===== config.mk =====
export PLATFORM = sky130hd
export DESIGN_NAME = alu_cmd_ctrl
export DESIGN_NICKNAME = d
export VERILOG_FILES = /design/src/rtl/alu_cmd_ctrl.sv
export SDC_FILE = /design/constraint.sdc
export NUM_CORES = 1
export LEC_CHECK = 0
export CAP_MARGIN = 20
export CORE_UTILIZATION = 35
export CTS_CLUSTER_DIAMETER = 200
export DETAILED_ROUTE_END_ITERATION = 12
export GPL_ROUTABILITY_DRIVEN = 0
export GPL_TIMING_DRIVEN = 0
export MAX_ROUTING_LAYER = met4
export PLACE_DENSITY = 0.68
export SLEW_MARGIN = 20
export SYNTH_ARGS = -nofsm -noshare
export SYNTH_HDL_FRONTEND = slang
export SYNTH_SLANG_ARGS = --single-unit
export TNS_END_PERCENT = 5

===== constraint.sdc =====
create_clock -name CLK -period 1.7 [get_ports CLK]
set_input_delay 0.425 -clock CLK [delete_from_list [all_inputs] [get_ports CLK]]
set_output_delay 0.425 -clock CLK [all_outputs]
set_load 0.01 [all_outputs]

===== src/rtl/alu_cmd_ctrl.sv =====
// Byte-serial command front end for an ALU: collects operand/function bytes,
// issues one ALU operation, waits for its result flag and returns two bytes.
module alu_cmd_ctrl #(
  parameter int unsigned TIMEOUT = 4
) (
  input  logic        CLK,
  input  logic        RST,
  input  logic [7:0]  RX_DATA,
  input  logic        RX_VALID,
  output logic [15:0] ALU_A,
  output logic [15:0] ALU_B,
  output logic [3:0]  ALU_FUN,
  output logic        ALU_EN,
  input  logic [15:0] Arith_OUT,
  input  logic [15:0] Logic_OUT,
  input  logic [15:0] SHIFT_OUT,
  input  logic [1:0]  CMP_OUT,
  input  logic        Arith_Flag,
  input  logic        Logic_Flag,
  input  logic        CMP_Flag,
  input  logic        SHIFT_Flag,
  output logic [7:0]  TX_DATA,
  output logic        TX_VALID,
  input  logic        TX_READY,
  output logic        BUSY
);

  localparam int unsigned RW = 16;
  localparam int unsigned CW = 4;
  localparam logic [7:0] CMD_NEW   = 8'hCC;
  localparam logic [7:0] CMD_REUSE = 8'hDD;
  localparam logic [7:0] ERR_BYTE  = 8'hEE;
  localparam logic [CW-1:0] CNT_LAST = CW'(TIMEOUT - 1);

  typedef enum logic [3:0] {
    IDLE, GET_A, GET_B, GET_FUN, ISSUE, WAIT_RES, SEND_LO, SEND_HI, SEND_ERR
  } state_t;

  state_t        state;
  logic [RW-1:0] result;
  logic [CW-1:0] wait_cnt;
  logic          sel_flag;
  logic [RW-1:0] sel_res;

  // Result flag and data chosen by the function group in ALU_FUN[3:2].
  always_comb begin
    sel_flag = 1'b0;
    sel_res  = '0;
    case (ALU_FUN[3:2])
      2'b00: begin sel_flag = Arith_Flag; sel_res = Arith_OUT; end
      2'b01: begin sel_flag = Logic_Flag; sel_res = Logic_OUT; end
      2'b10: begin sel_flag = CMP_Flag;   sel_res = {14'h0000, CMP_OUT}; end
      default: begin sel_flag = SHIFT_Flag; sel_res = SHIFT_OUT; end
    endcase
  end

  always_ff @(posedge CLK or posedge RST) begin
    if (RST) begin
      state    <= IDLE;
      ALU_A    <= '0;
      ALU_B    <= '0;
      ALU_FUN  <= '0;
      ALU_EN   <= 1'b0;
      result   <= '0;
      wait_cnt <= '0;
      TX_DATA  <= '0;
      TX_VALID <= 1'b0;
      BUSY     <= 1'b0;
    end else begin
      ALU_EN <= 1'b0;
      case (state)
        IDLE: begin
          if (RX_VALID && RX_DATA == CMD_NEW) begin
            state <= GET_A;
            BUSY  <= 1'b1;
          end else if (RX_VALID && RX_DATA == CMD_REUSE) begin
            state <= GET_FUN;
            BUSY  <= 1'b1;
          end
        end
        GET_A: begin
          if (RX_VALID) begin
            ALU_A <= {8'h00, RX_DATA};
            state <= GET_B;
          end
        end
        GET_B: begin
          if (RX_VALID) begin
            ALU_B <= {8'h00, RX_DATA};
            state <= GET_FUN;
          end
        end
        GET_FUN: begin
          if (RX_VALID) begin
            ALU_FUN <= RX_DATA[3:0];
            ALU_EN  <= 1'b1;
            state   <= ISSUE;
          end
        end
        ISSUE: begin
          wait_cnt <= '0;
          state    <= WAIT_RES;
        end
        // Only flags seen here count; the ISSUE cycle is deliberately skipped.
        WAIT_RES: begin
          if (sel_flag) begin
            result   <= sel_res;
            TX_DATA  <= sel_res[7:0];
            TX_VALID <= 1'b1;
            state    <= SEND_LO;
          end else if (wait_cnt == CNT_LAST) begin
            TX_DATA  <= ERR_BYTE;
            TX_VALID <= 1'b1;
            state    <= SEND_ERR;
          end else begin
            wait_cnt <= wait_cnt + 1'b1;
          end
        end
        SEND_LO: begin
          if (TX_READY) begin
            TX_DATA <= result[15:8];
            state   <= SEND_HI;
          end else begin
            TX_DATA <= result[7:0];
          end
        end
        SEND_HI, SEND_ERR: begin
          if (TX_READY) begin
            TX_VALID <= 1'b0;
            TX_DATA  <= '0;
            BUSY     <= 1'b0;
            state    <= IDLE;
          end
        end
        default: begin
          TX_VALID <= 1'b0;
          BUSY     <= 1'b0;
          state    <= IDLE;
        end
      endcase
    end
  end

endmodule


==> Word level (Yosys, flattened, before mapping) <==
Index checks and enable logic that the tools add are counted.
Widths: inputs -> output; s select.
{ "word_totals": {"romBits": 0, "in_bits": 66, "memories": 0, "latch_bits": 0, "register_bits": 55, "out_inout_bits": 47, "mem_bits_rw": 0, "wordCells": 82} }
{ "op_classes": {"n_mux": 29, "multipliers": 0, "div_mod_pow": 0, "eq_ne": 22, "order_cmp": 0, "reduce_logical": 18, "n_bitwise": 2, "shifts": 0, "n_addsub": 1} }
{ "ops": {"columns": ["op", "count"], "rows": [
  ["$pmux 16 s3", 1],
  ["$mux 4", 11],
  ["$mux 8", 4],
  ["$pmux 4 s8", 1],
  ["$pmux 8 s3", 1],
  ["$eq 4x3->1 const B", 4],
  ["$eq 8x8->1 const B", 2],
  ["$ne 2x2->1 const B", 7],
  ["$eq 4x2->1 const B", 3],
  ["$reduce_and 3->1", 4],
  ["$reduce_or 6->1", 2],
  ["$pmux 1 s3", 3],
  ["$pmux 4 s2", 1],
  ["$reduce_and 2->1", 4],
  ["$mux 1", 7],
  ["$reduce_and 7->1", 1],
  ["$ne 3x3->1 const B", 2],
  ["$add 4x1->4 const B", 1],
  ["$eq 4x1->1 const B", 1],
  ["$eq 4x4->1 const B", 1],
  ["$logic_not 4->1", 1],
  ["$reduce_bool 3->1", 1],
  ["$eq 2x1->1 const B", 1],
  ["$eq 2x2->1 const B", 1],
  ["5 further kinds", 7]
]} }

==> Logic depth before layout (Yosys ltp) <==
{ "logic_depth": {"ltp_word": 5, "depth_mapped": 7, "ltp_nobuf": 6} }

==> Least setup slack after synthesis <==
No wires, ideal clock.
{ "synth_path": {"kind": "reg-to-reg", "from": "register wait_cnt[0]", "to": "register TX_DATA[0]", "t_arrival_ps": 1762, "setup_slack_ps": -187, "stages_incl_launch_ff": 7, "path_cell_list": "dfrtp_1 ha_1 or3b_2 nand2b_4 nor2_4 a21oi_4 mux2_4"} }
{ "synth_between": {"elab_chain_cells": 3} }
{ "synth_lines": {"columns": ["item", "line", "rtl"], "rows": [
  ["start: declaration", "41", "logic [CW-1:0] wait_cnt;"],
  ["start signal: assignment", "116", "wait_cnt <= wait_cnt + 1'b1;"],
  ["$eq 4x2->1", "111", "end else if (wait_cnt == CNT_LAST) begin"],
  ["$ne 3x3->1 (no source line)", null, null],
  ["$reduce_and 3->1 (no source line)", null, null],
  ["end signal: assignment", "108", "TX_DATA <= sel_res[7:0];"],
  ["end signal: assignment", "121", "TX_DATA <= result[15:8];"],
  ["end signal: assignment", "124", "TX_DATA <= result[7:0];"],
  ["end: declaration", "22", "output logic [7:0] TX_DATA,"]
]} }
No other way between the ends.
A chain may end at the register's enable or synchronous reset.

==> Final worst setup path <==
{ "layout_path": {"from": "register ALU_FUN[2]", "to": "register TX_DATA[5]"} }
{ "layout_between": {"elab_chain_cells": 4, "elab_cells_between_ends": 9, "cone_classes": "eq/ne: 3; mux: 4; reduce/logical: 2"} }
{ "layout_lines": {"columns": ["item", "line", "rtl"], "rows": [
  ["start: declaration", "12", "output logic [3:0] ALU_FUN,"],
  ["start signal: assignment", "95", "ALU_FUN <= RX_DATA[3:0];"],
  ["$eq 2x2->1 (tied with other cells)", "49", "case (ALU_FUN[3:2])"],
  ["$pmux 1 s3 or $pmux 16 s3 (tied branches)", "49", null],
  ["$ne 3x3->1 (no source line) or $mux 8 (tied branches)", null, null],
  ["$reduce_and 3->1 (no source line) or $pmux 8 s3 (tied branches)", null, null]
]} }
Several ways; a longest one is shown, not always the timed one.

==> results by group <==
Yosys
  • Post-synth ARST share: 100%
  • Synth area leaders: dfrtp_1 44%, mux2_2 8.7%, mux2i_1 8.1%, mux2_4 4.4%, buf_4 4.1%
  • Post-synth cell types: between 40 and 50
  • Mapped Cells: ~290
  • Adder-cell share of the synthesized area: 0.404%
  • Multiplexer area fraction after synthesis: 24.1%
  • Register area share after synthesis: 44.5%
  • Largest family of logic cells by synthesized area: multiplexers
  • Commonest cells post-synth: 55 x dfrtp_1, 25 x mux2i_1, 24 x mux2_2, 21 x nor2_1, 20 x nand2_1
  • Synth Area per Inst: roughly 11 µm²
  • Number of synthesized register bits: 55
  • Post-synth EDFFs: 0
  • Mapped Area: 3090 µm²
  • Top-area cell type share of the netlist area: between 40 and 50%
  • XOR/XNOR Fraction of Synth Area: less than 1%
  • Synth area leader: dfrtp_1
  • Simple-gate share of the synthesized area: around 11%
  • Synth Area in Compound Gates: about 13%
  • Main synth FF type: dfrtp_1
  • Yosys synthesis warning count: 0
  • Most frequent cell after synthesis: dfrtp_1

Global routing
  • First-pass GRT wire length: 12,600 µm
  • Vias in the first global route: 2,518
  • Grt ovf: 0
  • Tot GR Track Use: 18.5%
  • Largest net degree at the start of global routing: 29
  • Initial antenna violation count: 0

Place
  • Hpwl dp: just under 6000 µm
  • Count of input and output buffers: between 90 and 100

Final layout
  • # diodes: 0
  • Multi-input gate area: 1600 µm²
  • Total Nets Final: 480
  • Area Overhead vs Synth: 45.8%
  • Fill cells: 761
  • Layout cells sized above 1: between 20% and 30%
  • Storage element area: 1380 µm²
  • Post-Route Utilization: 53.8%

Drt
  • Initial drt markers: 95
  • # DRC: 0
  • WL/cell: around 15 µm
  • Routed wire length: roughly 7700 µm
  • DR vias/cell: about 5
  • Drt pass-1 iters: 4
  • Post-route ant nets: 0
  • DR vias: between 2,000 and 3,000

Timing
  • Hold slack final: around 0.45 ns
  • Final worst-path cycle share: 113%
  • Fmax: 0.521 GHz
  • Max-slew violations: 0
  • Tmin final: between 1.5 and 2 ns
  • Slew HR: between 50% and 60%
  • Setup Skew: 0.0130 ns
  • Final worst setup slack: -0.219 ns
  • Fin. Hold Viols: 0
  • Worst-margin pin slew: roughly 0.65 ns
  • Setup violations, final: 17
  • RSZ-0062 raised after global routing: true

Setup path
  • Crit path cell chain: mux4_2 -> nand2b_4 -> nor2_4 -> a21oi_4 -> buf_12 -> mux2_4
  • Reg2reg path depth: 6
  • CP top delay family: multiplexers
  • CP bufs+invs: 1
  • Critical Path RT: between 1.5 and 2 ns
  • Crit-path max cell delay: roughly 0.56 ns
  • FF-to-FF End: TX_DATA[5]
  • Crit path DAT: between 2 and 2.5 ns
  • Crit path launch type: flop
  • CP max FO: 8
  • Reg2reg setup slack: -0.22 ns
  • Worst R2R Start: ALU_FUN[2]
  • Worst setup path category: reg2reg
  • Slowest-stage cell, CP: mux4_2
  • Worst Setup End Kind: flop

Clock network
  • Num CTS Buffers: 5
  • Clock Path Buffers: 2
  • Clk_lat worst skew: roughly 0.32 ns
  • Cts hold-fix bufs: 0
  • Clock root buffer: clkbuf_8
  • CTS tree: built
  • Max H-tree Level: 2
  • Clock sink count: between 50 and 60
  • CTS clk-pin slew, worst paths: ~0.11 ns

Floorplanning
  • Die width: around 96 µm
  • Chip height: ~96 µm
  • IO Pins: between 100 and 150
  • Rows: 33
  • Core area: between 8000 and 9000 µm²
  • Starting Density: 36.9%
  • Die area: approximately 9200 µm²

Pwr
  • Sequential power share: 31.6%
  • Pleak: ~0.0021 µW
  • Sw Pwr: between 2000 and 3000 µW
  • Net Sw Frac: 37.5%
  • Comb power frac: ~58%
  • Pwr per Cell Area: 1590 nW/µm²
  • Peak VDD IR: 718 µV
  • Internal power: between 4000 and 5000 µW
  • Clock group share of total power: between 10% and 20%

Min path
  • Tightest Hold Check Type: in2reg
  • Hold_sp: RX_DATA[5]
  • Worst Hold Path Cells: 2
  • Hold path endpoint: ALU_A[5]

Outcome
  • Failing checks: negative setup slack
  • Status: complete, but fails checks

Flow run
  • Max-Cap Viols: 0
[repair_timing]
item,4_1_cts,5_1_grt
resized for setup,21,25
pin swaps,5,4
endpoints found under the setup margin,53,60
setup buffers,8,1
[worst max-delay path by stage]
stage                from         end  slack (ns)  depth (start not counted)
3_3_place_gp     RX_VALID    state[2]       -0.72                          6
5_1_grt        ALU_FUN[2]  TX_DATA[6]       -0.26                          6
2_1_floorplan  ALU_FUN[2]  TX_DATA[0]       -0.09                          5
4_1_cts        ALU_FUN[2]  TX_DATA[5]       -0.24                          6
6_report       ALU_FUN[2]  TX_DATA[5]       -0.22                          6
3_5_place_dp     RX_VALID    state[2]       -0.75                          6
[logic make-up after synthesis]
kind of cell             after synthesis
AND/OR/NAND/NOR                       66
AO/OA/AOI/OAI                         63
multiplexers                          63
flip-flops                            55
buffers and inverters                 36
adder cells (fa/ha/maj)                1
other                                  1
XOR/XNOR                               1
[layer usage]
layer	routed length [µm]	up-vias	part of all wire [%]	GRT usage, %
met1	3500	1201	46	24.8
met2	3640	77	47	29.1
met4	182	0	2.4	5.35
met3	345	16	4.5	2.92
li1	-	1256	-	-
met5	0	-	0	-
[power groups by stage]
stage	Clock (µW)	Combinational [µW]	Sequential, µW
after floorplan	0	2330	2410
after global placement	0	3820	2290
after detailed placement	0	3900	2310
after CTS	799	4130	2270
after global routing	864	4520	2350
final	782	4140	2270
[layout make-up]
| class | count | area share (%) |
|---|---|---|
| plain buffers | 33 | 4.91 |
| flip-flops and latches | 55 | 30.5 |
| inverters | 3 | 0.333 |
| clock inverters | 3 | 0.610 |
| well taps | 105 | 2.91 |
| multi-input cells | 210 | 35.6 |
| clock buffers | 5 | 1.53 |
| repair buffers | 105 | 23.6 |
[cells in the final DEF, fill, tap and decap left out, types with 2 or more instances in the layout]
cell,netlist,layout
clkbuf_8,0,5
clkbuf_4,0,2
a21o_1,2,2
nand2_1,20,20
o21ai_1,1,2
dfrtp_1,55,54
a211oi_1,5,5
o31ai_1,2,2
nor2_1,21,20
buf_2,6,9
o21ai_0,17,16
clkdlybuf4s50_1,0,78
mux4_2,3,3
buf_12,0,2
a21oi_1,17,17
nand2b_1,2,2
and3_1,2,2
clkbuf_2,0,3
mux2_2,24,24
buf_4,17,23
nand3_1,4,2
nand3_2,0,2
dlymetal6s2s_1,0,9
dlygate4sd2_1,0,8
inv_1,3,2
clkinvlp_4,0,2
o22ai_1,6,6
mux2_4,9,10
nand3b_1,2,2
buf_6,0,2
mux2i_1,25,25
nor2b_1,3,2
nand4b_1,2,2
o32ai_1,2,2
conb_1,1,16
a22o_1,5,5
[registers in the layout, indices dropped and copies added (netlist names)]
signal	cells
ALU_B	8
ALU_A	8
state	4
BUSY	1
wait_cnt	4
ALU_FUN	4
TX_DATA	8
result	16
ALU_EN	1
TX_VALID	1
[stage by stage]
step	power (µW)	cell area (µm²)	setup slack (ns)	std cells	setup TNS, ns
after floorplan	4730	3160	-0.0856	301	-0.883
after global placement	6110	4250	-0.716	502	-25.63
after detailed placement	6210	4270	-0.751	503	-23.57
after CTS	7190	4460	-0.235	519	-2.76
after global routing	7730	4510	-0.263	519	-4.46
final	7190	4510	-0.219	519	-2.31
(Power assumes the default switching activity.)
